[src/rtl/lenet_pkg.sv]
// Shared LeNet constants, the argmax FSM state type and a counter-width helper.
package lenet_pkg;

   localparam int LENET_NCLS  = 10;
   localparam int LENET_L5_DW = 32;

   typedef enum logic [1:0] {
      IDLE = 2'd0,
      SCAN = 2'd1,
      DONE = 2'd2
   } argmax_state_t;

   // Bits needed to count 0..n-1, never less than one.
   function automatic int clog2_min1(input int n);
      int w;
      w = 1;
      while ((1 << w) < n) w++;
      return w;
   endfunction

endpackage

[src/rtl/layer5_argmax_if.sv]
// Score/result bundle between layer 5 and the argmax stage; max_score only with LAYER5_ARGMAX_SCORE_OUT_EN.
interface layer5_argmax_if
   import lenet_pkg::*;
#(
   parameter int NCLS = LENET_NCLS,
   parameter int DW   = LENET_L5_DW
);
   logic                 start;
   logic [NCLS*DW-1:0]   scores;
   logic [3:0]           class_idx;
   logic                 class_valid;
   logic                 busy;
   logic                 overrun;
`ifdef LAYER5_ARGMAX_SCORE_OUT_EN
   logic [DW-1:0]        max_score;

   modport master (output start, scores,
                   input  class_idx, class_valid, busy, overrun, max_score);
   modport slave  (input  start, scores,
                   output class_idx, class_valid, busy, overrun, max_score);
`else
   modport master (output start, scores,
                   input  class_idx, class_valid, busy, overrun);
   modport slave  (input  start, scores,
                   output class_idx, class_valid, busy, overrun);
`endif
endinterface

[src/rtl/layer5_argmax.sv]
// Sequential argmax over NCLS captured signed scores; result pulse NCLS cycles after start.
// No backpressure: start while busy is dropped and flagged on overrun. LAYER5_ARGMAX_SCORE_OUT_EN adds max_score.
module layer5_argmax
   import lenet_pkg::*;
#(
   parameter int NCLS = LENET_NCLS,
   parameter int DW   = LENET_L5_DW
) (
   input  logic           clk,
   input  logic           reset_n,
   layer5_argmax_if.slave bus
);
   localparam int            IW   = clog2_min1(NCLS);
   localparam logic [IW-1:0] LAST = IW'(NCLS - 1);

   argmax_state_t        state, state_nxt;
   logic signed [DW-1:0] bank [NCLS];
   logic [IW-1:0]        idx;
   logic [3:0]           best_idx;
   logic signed [DW-1:0] best_val;
   logic signed [DW-1:0] cand_val;
   logic                 take;
   logic                 at_last;
   logic [3:0]           sel_idx;
   logic signed [DW-1:0] sel_val;
   logic [3:0]           class_r;
   logic                 valid_r;
   logic                 overrun_r;

   assign at_last  = (idx == LAST);
   assign cand_val = bank[idx];
   // Strict compare keeps the earlier index on ties.
   assign take     = (cand_val > best_val);
   assign sel_idx  = take ? 4'(idx) : best_idx;
   assign sel_val  = take ? cand_val : best_val;

   always_ff @(posedge clk or negedge reset_n) begin
      if (!reset_n) state <= IDLE;
      else          state <= state_nxt;
   end

   always_comb begin
      state_nxt = state;
      case (state)
         IDLE:    if (bus.start) state_nxt = SCAN;
         SCAN:    if (at_last)   state_nxt = DONE;
         DONE:    state_nxt = IDLE;
         default: state_nxt = IDLE;
      endcase
   end

`ifdef LAYER5_ARGMAX_SCORE_OUT_EN
   logic signed [DW-1:0] max_r;
   assign bus.max_score = max_r;
`endif

   always_ff @(posedge clk or negedge reset_n) begin
      if (!reset_n) begin
         for (int i = 0; i < NCLS; i++) bank[i] <= '0;
         idx       <= '0;
         best_idx  <= '0;
         best_val  <= '0;
         class_r   <= '0;
         valid_r   <= 1'b0;
         overrun_r <= 1'b0;
`ifdef LAYER5_ARGMAX_SCORE_OUT_EN
         max_r     <= '0;
`endif
      end else begin
         valid_r <= 1'b0;
         if (bus.start) overrun_r <= (state != IDLE);
         case (state)
            IDLE: begin
               if (bus.start) begin
                  for (int i = 0; i < NCLS; i++) bank[i] <= bus.scores[i*DW +: DW];
                  best_idx <= '0;
                  best_val <= bus.scores[DW-1:0];
                  idx      <= IW'(1);
               end
            end
            SCAN: begin
               best_idx <= sel_idx;
               best_val <= sel_val;
               // Final compare lands the result so it is visible during DONE.
               if (at_last) begin
                  class_r <= sel_idx;
                  valid_r <= 1'b1;
`ifdef LAYER5_ARGMAX_SCORE_OUT_EN
                  max_r   <= sel_val;
`endif
               end else begin
                  idx <= idx + IW'(1);
               end
            end
            default: ;
         endcase
      end
   end

   assign bus.class_idx   = class_r;
   assign bus.class_valid = valid_r;
   assign bus.busy        = (state != IDLE);
   assign bus.overrun     = overrun_r;

endmodule

[src/flat_wrapper.sv]
// flat-port wrapper written by rule: the top's interface ports become plain ports
module layer5_argmax_flat import lenet_pkg::*;
#(
   parameter int NCLS = LENET_NCLS,
   parameter int DW   = LENET_L5_DW
)
  (clk, reset_n, bus_start, bus_scores, bus_class_idx, bus_class_valid, bus_busy, bus_overrun);
  layer5_argmax_if #(.NCLS(NCLS), .DW(DW)) bus_i ();
  input  logic clk;
  input  logic reset_n;
  input wire logic [$bits(bus_i.start)-1:0] bus_start;
  input wire logic [$bits(bus_i.scores)-1:0] bus_scores;
  output wire logic [$bits(bus_i.class_idx)-1:0] bus_class_idx;
  output wire logic [$bits(bus_i.class_valid)-1:0] bus_class_valid;
  output wire logic [$bits(bus_i.busy)-1:0] bus_busy;
  output wire logic [$bits(bus_i.overrun)-1:0] bus_overrun;
  assign bus_i.start = bus_start;
  assign bus_i.scores = bus_scores;
  assign bus_class_idx = bus_i.class_idx;
  assign bus_class_valid = bus_i.class_valid;
  assign bus_busy = bus_i.busy;
  assign bus_overrun = bus_i.overrun;
  layer5_argmax #(.NCLS(NCLS), .DW(DW)) u_core (.clk(clk), .reset_n(reset_n), .bus(bus_i));
endmodule
[config.mk]
export PLATFORM = sky130hd
export DESIGN_NAME = layer5_argmax_flat
export DESIGN_NICKNAME = d
export VERILOG_FILES = /design/src/rtl/lenet_pkg.sv /design/src/rtl/layer5_argmax_if.sv /design/src/rtl/layer5_argmax.sv /design/src/flat_wrapper.sv
export SDC_FILE = /design/constraint.sdc
export NUM_CORES = 1
export LEC_CHECK = 0
export CAP_MARGIN = 25
export CORE_MARGIN = 3
export CORE_UTILIZATION = 30
export DETAILED_ROUTE_END_ITERATION = 8
export GPL_ROUTABILITY_DRIVEN = 0
export GPL_TIMING_DRIVEN = 0
export PLACE_DENSITY = 0.61
export SYNTH_ARGS = -nofsm -noshare
export SYNTH_HDL_FRONTEND = slang
export SYNTH_SLANG_ARGS = --single-unit
[constraint.sdc]
create_clock -name clk -period 3.7 [get_ports clk]
set_input_delay 0.74 -clock clk [delete_from_list [all_inputs] [get_ports clk]]
set_output_delay 0.74 -clock clk [all_outputs]
set_load 0.05 [all_outputs]
======== Word-level counts from Yosys, hierarchy flattened ========
Cells that the tools add are included.
word-level totals
  register bits after elaboration ......... 368
  input port bits ......................... 323
cells by class
  mux-type cells .......................... 17
  add/subtract/negate cells ............... 1
  magnitude comparators ................... 2
  bitwise gates (word level) .............. 1
  equal/unequal tests ..................... 6
  reductions and logical operators ........ 9
operators with widths
  operator                                             count
  binary-select mux 32 bit (select 4 bit)              1
  two-way mux 32 bit                                   4
  case mux 32 bit (2 select lines)                     1
  greater-than comparator 32 bit                       1
  two-way mux 4 bit                                    4
  case mux 4 bit (2 select lines)                      2
  AND reduction 2 bit                                  4
  AND reduction 3 bit                                  2
  >= comparator 5 bit, second input constant           1
  NOT 4 -> 5 bit                                       1
  adder 4 x 1 -> 4 bit, second input constant          1
  equality test 4 bit, second input constant           1
  two-way mux 2 bit                                    2
  != test 2 x 1 -> 1 bit, second input constant        2
  != test 2 bit, second input constant                 2
  case mux 2 bit (2 select lines)                      1
  nonzero test 2 bit                                   2
  equality test 2 x 1 -> 1 bit, second input constant  1
  zero test 2 bit                                      1
  two-way mux 1 bit                                    2

======== Longest topological paths before layout ========
  depth in word-level cells ............... 7
  depth in mapped cells ................... 16

======== Worst setup path after synthesis ========
OpenSTA, ideal clock, no wires.
  path type ............................... reg-to-reg
  start point ............................. reg u_core.idx[0]
  end point ............................... reg u_core.best_val[0]
  cell stages (with the launch flop) ...... 14
  period minus slack after synthesis ...... 4.012 ns
  data arrival time ....................... 3.887 ns
  setup slack ............................. -0.312 ns
  cell sequence ........................... dfrtp_1 buf_2 buf_1 mux4_2 o2bb2ai_1 ha_1 a21o_1 a221o_1 a221oi_1 o21ai_1 a21o_1 mux2i_4 nor2_4 mux2_2
between the ends
  cells in the longest elaborated chain, start to end .. 7
  elaborated cells between the ends (all ways) .. 9
  those cells by class .................... order compare: 1; eq/ne: 1; mux: 5; bitwise: 1; reduce/logical: 1
ends and longest elaborated chain
  element                                                    line                 RTL
  start, declared                                            layer5_argmax.sv:18  logic [IW-1:0] idx;
  start signal, assigned                                     layer5_argmax.sv:92  idx <= idx + IW'(1);
  NOT 4 -> 5 bit (not written as such) (*)                   layer5_argmax.sv:31  assign cand_val = bank[idx];
  binary-select mux 32 bit (select 4 bit) (*)                layer5_argmax.sv:31
  two-way mux 32 bit (not written as such) (*) (2 in a row)  layer5_argmax.sv:31
  greater-than comparator 32 bit                             layer5_argmax.sv:33  assign take = (cand_val > best_val);
  != test 2 x 1 -> 1 bit (no line)                           -
  AND reduction 3 bit (no line)                              -
  end signal, assigned                                       layer5_argmax.sv:77  best_val <= bus.scores[DW-1:0];
  end signal, assigned                                       layer5_argmax.sv:83  best_val <= sel_val;
  end, declared                                              layer5_argmax.sv:20  logic signed [DW-1:0] best_val;
Mark *: on every way between the ends. The rest lies on a longest branch, timed or not. The select of a mux whose other input is x is not followed.
A chain may end at the register's enable or synchronous reset.

======== Final worst setup path ========
  start point ............................. reg u_core.idx[0]
  end point ............................... reg u_core.best_val[7]
The elaborated chain is that of the path after synthesis.

==> results.sh <==
export IMPL_met3WireLength_mm=5.334
export IMPL_ys_types=39
export IMPL_grt_pass1_wl_mm=96.66
export IMPL_clk_insertion_delay_late_ns=0.57
export IMPL_overflow=0
export IMPL_holdCritPathClass="in -> async"
export IMPL_h_tree_depth=2
export IMPL_routed_top_layer="met5"
export IMPL_track_usage=0.2153
export IMPL_worstSetupPathType="reg -> reg"
export IMPL_clkSlewWorstSetupHoldPaths_ns=0.06
export IMPL_synth_top_cells_by_area="dfrtp_1, nand2_1, mux4_2, mux2i_1, ha_1"
export IMPL_num_vias=14680
export IMPL_post_drt_wl_per_cell_um=21.55
export IMPL_tritoncts="done"
export IMPL_worst_pin_slew_ns=0.9818
export IMPL_syn_avg_cell_area_um2=9.461
export IMPL_numCtsBuffers=43
export IMPL_portBuffers=329
export IMPL_drt_iter0_drc=1121
export IMPL_async_flop_share=1.000
export IMPL_finalCritPeriodShare=1.105
export IMPL_rsz0062_at_grt="yes"
export IMPL_yosysWarnings=0
export IMPL_synth_most_common_cell="nand2_1"
export IMPL_pin_count=330
export IMPL_grt_max_degree=120
export IMPL_synth_top_area_cell="dfrtp_1"
export IMPL_final_layout_size_suffix_gt1_frac=0.1351
export IMPL_syn_to_final_growth_pct=40.44
export IMPL_finalHoldViolations=0
export IMPL_dp_hpwl_mm=49.15
export IMPL_p_leak_nw=11.80
export IMPL_synthCells=1835
export IMPL_post_route_min_period_ns=4.089
export IMPL_p_comb_frac=0.534
export IMPL_route_met2_wl_mm=31.10
export IMPL_maxCapViolCount=0
export IMPL_required_ns=4.15
export IMPL_via_per_inst=4.804
export IMPL_relSlewSlack=0.3455
export IMPL_netlist_area_mm2=0.01736
export IMPL_yosys_most_used_dff="dfrtp_1"
export IMPL_synth_common_cells="nand2_1, dfrtp_1, clkbuf_1"
export IMPL_drc=0
export IMPL_start_util=0.3055
export IMPL_synth_edf_count=0
export IMPL_wl_mm=65.87
export IMPL_fin_worst_skew_ns=0.01126
export IMPL_synth_seq_area_share=0.5304
export IMPL_cp_max_fo=6
export IMPL_power_switching_mw=9.416
export IMPL_powerDensity_mw_per_mm2=994.1
export IMPL_cts_sinks=368
export IMPL_clkPwrFrac=0.178
export IMPL_violations="setup timing"
export IMPL_p_sw_frac=0.3885
export IMPL_setup_viol=40
export IMPL_ir_worst_vdd_v=0.0004117
export IMPL_ys_ff_latch=368
export IMPL_status="finished with violations"
export IMPL_core_area_mm2=0.05682
export IMPL_end_kind="register"
export IMPL_synth_top_cell_area_share=0.5304
export IMPL_met1_length_mm=26.75
export IMPL_first_global_vias=15830
export IMPL_clock_fmax_mhz=244.6
export IMPL_slew_violations=0
export IMPL_hold_ws_ns=0.1422
export IMPL_cts_max_path_buffers=3
export IMPL_dieArea_mm2=0.06079
export IMPL_syn_num_nets=2192
export IMPL_arrival_ns=4.54
export IMPL_die_x_um=246.6
export IMPL_fin_cells=3056
export IMPL_critPathLaunchType="register"
export IMPL_internal_power_mw=14.82
export IMPL_cts_hold_buffers=0
export IMPL_rows=87
export IMPL_antenna_found_initial=9
export IMPL_cts_root_buffer="clkbuf_16"
export IMPL_ant_nets=0
export IMPL_drt_first_pass_iters=5
export IMPL_power_frac_seq=0.288
export IMPL_dp_cells=2925
export IMPL_die_h_um=246.6
export IMPL_nets=2623
export IMPL_worst_slack_ns=-0.3891
power groups by stage:
| stage | clock network [mW] | registers (mW) | logic (mW) |
|---|---|---|---|
| floorplan | 0 | 6.73 | 7.02 |
| global placement | 0 | 6.91 | 10.1 |
| detailed placement | 0 | 6.97 | 10.3 |
| CTS | 4.43 | 6.95 | 11.9 |
| global route | 4.59 | 7.18 | 14.1 |
| finish | 4.33 | 6.98 | 12.9 |
worst max-delay path: stages (launching register included):
cell,delay [ns]
dfrtp_2,0.48
buf_12,0.19
buf_12,0.11
clkbuf_16,0.14
mux4_2,0.57
o2bb2ai_4,0.17
buf_4,0.15
buf_4,0.12
buf_4,0.12
buf_4,0.12
buf_4,0.12
buf_4,0.12
buf_4,0.13
buf_4,0.12
buf_4,0.12
buf_4,0.12
buf_4,0.12
buf_4,0.12
buf_4,0.12
buf_4,0.12
buf_4,0.12
buf_4,0.12
buf_4,0.12
mux2i_1,0.12
mux2i_1,0.09
what timing repair did:
item | 4_1_cts | 5_1_grt
setup buffers | 38 | 10
gates cloned | 2 | 4
resized for setup | 100 | 47
pin swaps | 31 | 31
setup endpoints to repair | 40 | 40
routing by layer:
metal	GRT usage	up-vias
li1	-	6840
met1	0.2668	7192
met2	0.3519	524
met3	0.06247	117
met4	0.08823	8
met5	0	-
layout make-up:
cell class	count	area, um2
Multi-Input combinational cell	1321	7969
Fill cell	5491	32440
Sequential cell	368	9210
Buffer	110	709.4
Clock inverter	17	210.2
Antenna cell	5	12.51
Timing Repair Buffer	387	3984
Clock buffer	57	1210
Inverter	35	132.6
Tap cell	756	945.9
sequential cells by signal, summed over array words and instances (netlist names):
register                cells
u_core.best_val            32
u_core.idx                  4
u_core.bus.class_idx        4
u_core.bank               320
u_core.bus.overrun          1
u_core.state                2
u_core.bus.class_valid      1
u_core.best_idx             4
placed cells by master (no fill, tap or decap), types with 18 or more instances in the layout:
| master | instances |
|---|---|
| inv_1 | 34 |
| clkbuf_1 | 85 |
| a22oi_1 | 18 |
| buf_4 | 40 |
| dfrtp_1 | 367 |
| ha_1 | 27 |
| mux2i_1 | 64 |
| mux2_2 | 32 |
| clkbuf_16 | 48 |
| nand2_1 | 981 |
| clkdlybuf4s50_1 | 328 |
| mux4_2 | 64 |
per-stage QoR:
stage | util | setup slack (ns) | total power [mW] | TNS [ns] | instance area [um2]
after global routing | 0.4290 | -0.4680 | 25.86 | -16.42 | 24380
after global placement | 0.3806 | -14.26 | 17.00 | -5301.01 | 21620
after detailed placement | 0.3826 | -1.767 | 17.32 | -69.15 | 21740
after CTS | 0.4212 | -0.3713 | 23.31 | -12.11 | 23940
after floorplan | - | 0.003647 | 13.74 | 0 | 17390
final | 0.4291 | -0.3891 | 24.24 | -12.71 | 24380
cells by family after synthesis:
kind of cell	Yosys count	share of synthesized area
multiplexers	163	0.1433
AND/OR/NAND/NOR	1022	0.2253
AO/OA/AOI/OAI	100	0.04209
XOR/XNOR	2	0.001009
flip-flops	368	0.5304
adder cells (fa/ha/maj)	34	0.02450
buffers and inverters	146	0.03344
worst paths after layout:
path                                       from            endpoint  slack (ns)  cells past startpoint
worst max-delay path              u_core.idx[0]  u_core.best_val[7]       -0.39                     24
worst min-delay path                    reset_n    u_core.bank[282]        0.14                      1
worst max register to register    u_core.idx[0]  u_core.best_val[7]       -0.39                     24
worst min register to register  u_core.bank[70]     u_core.bank[70]        0.47                      2
max in group asynchronous               reset_n    u_core.bank[136]        2.10                      3
min in group clk                u_core.bank[70]     u_core.bank[70]        0.47                      2
Power figures use the tool's default switching activity.
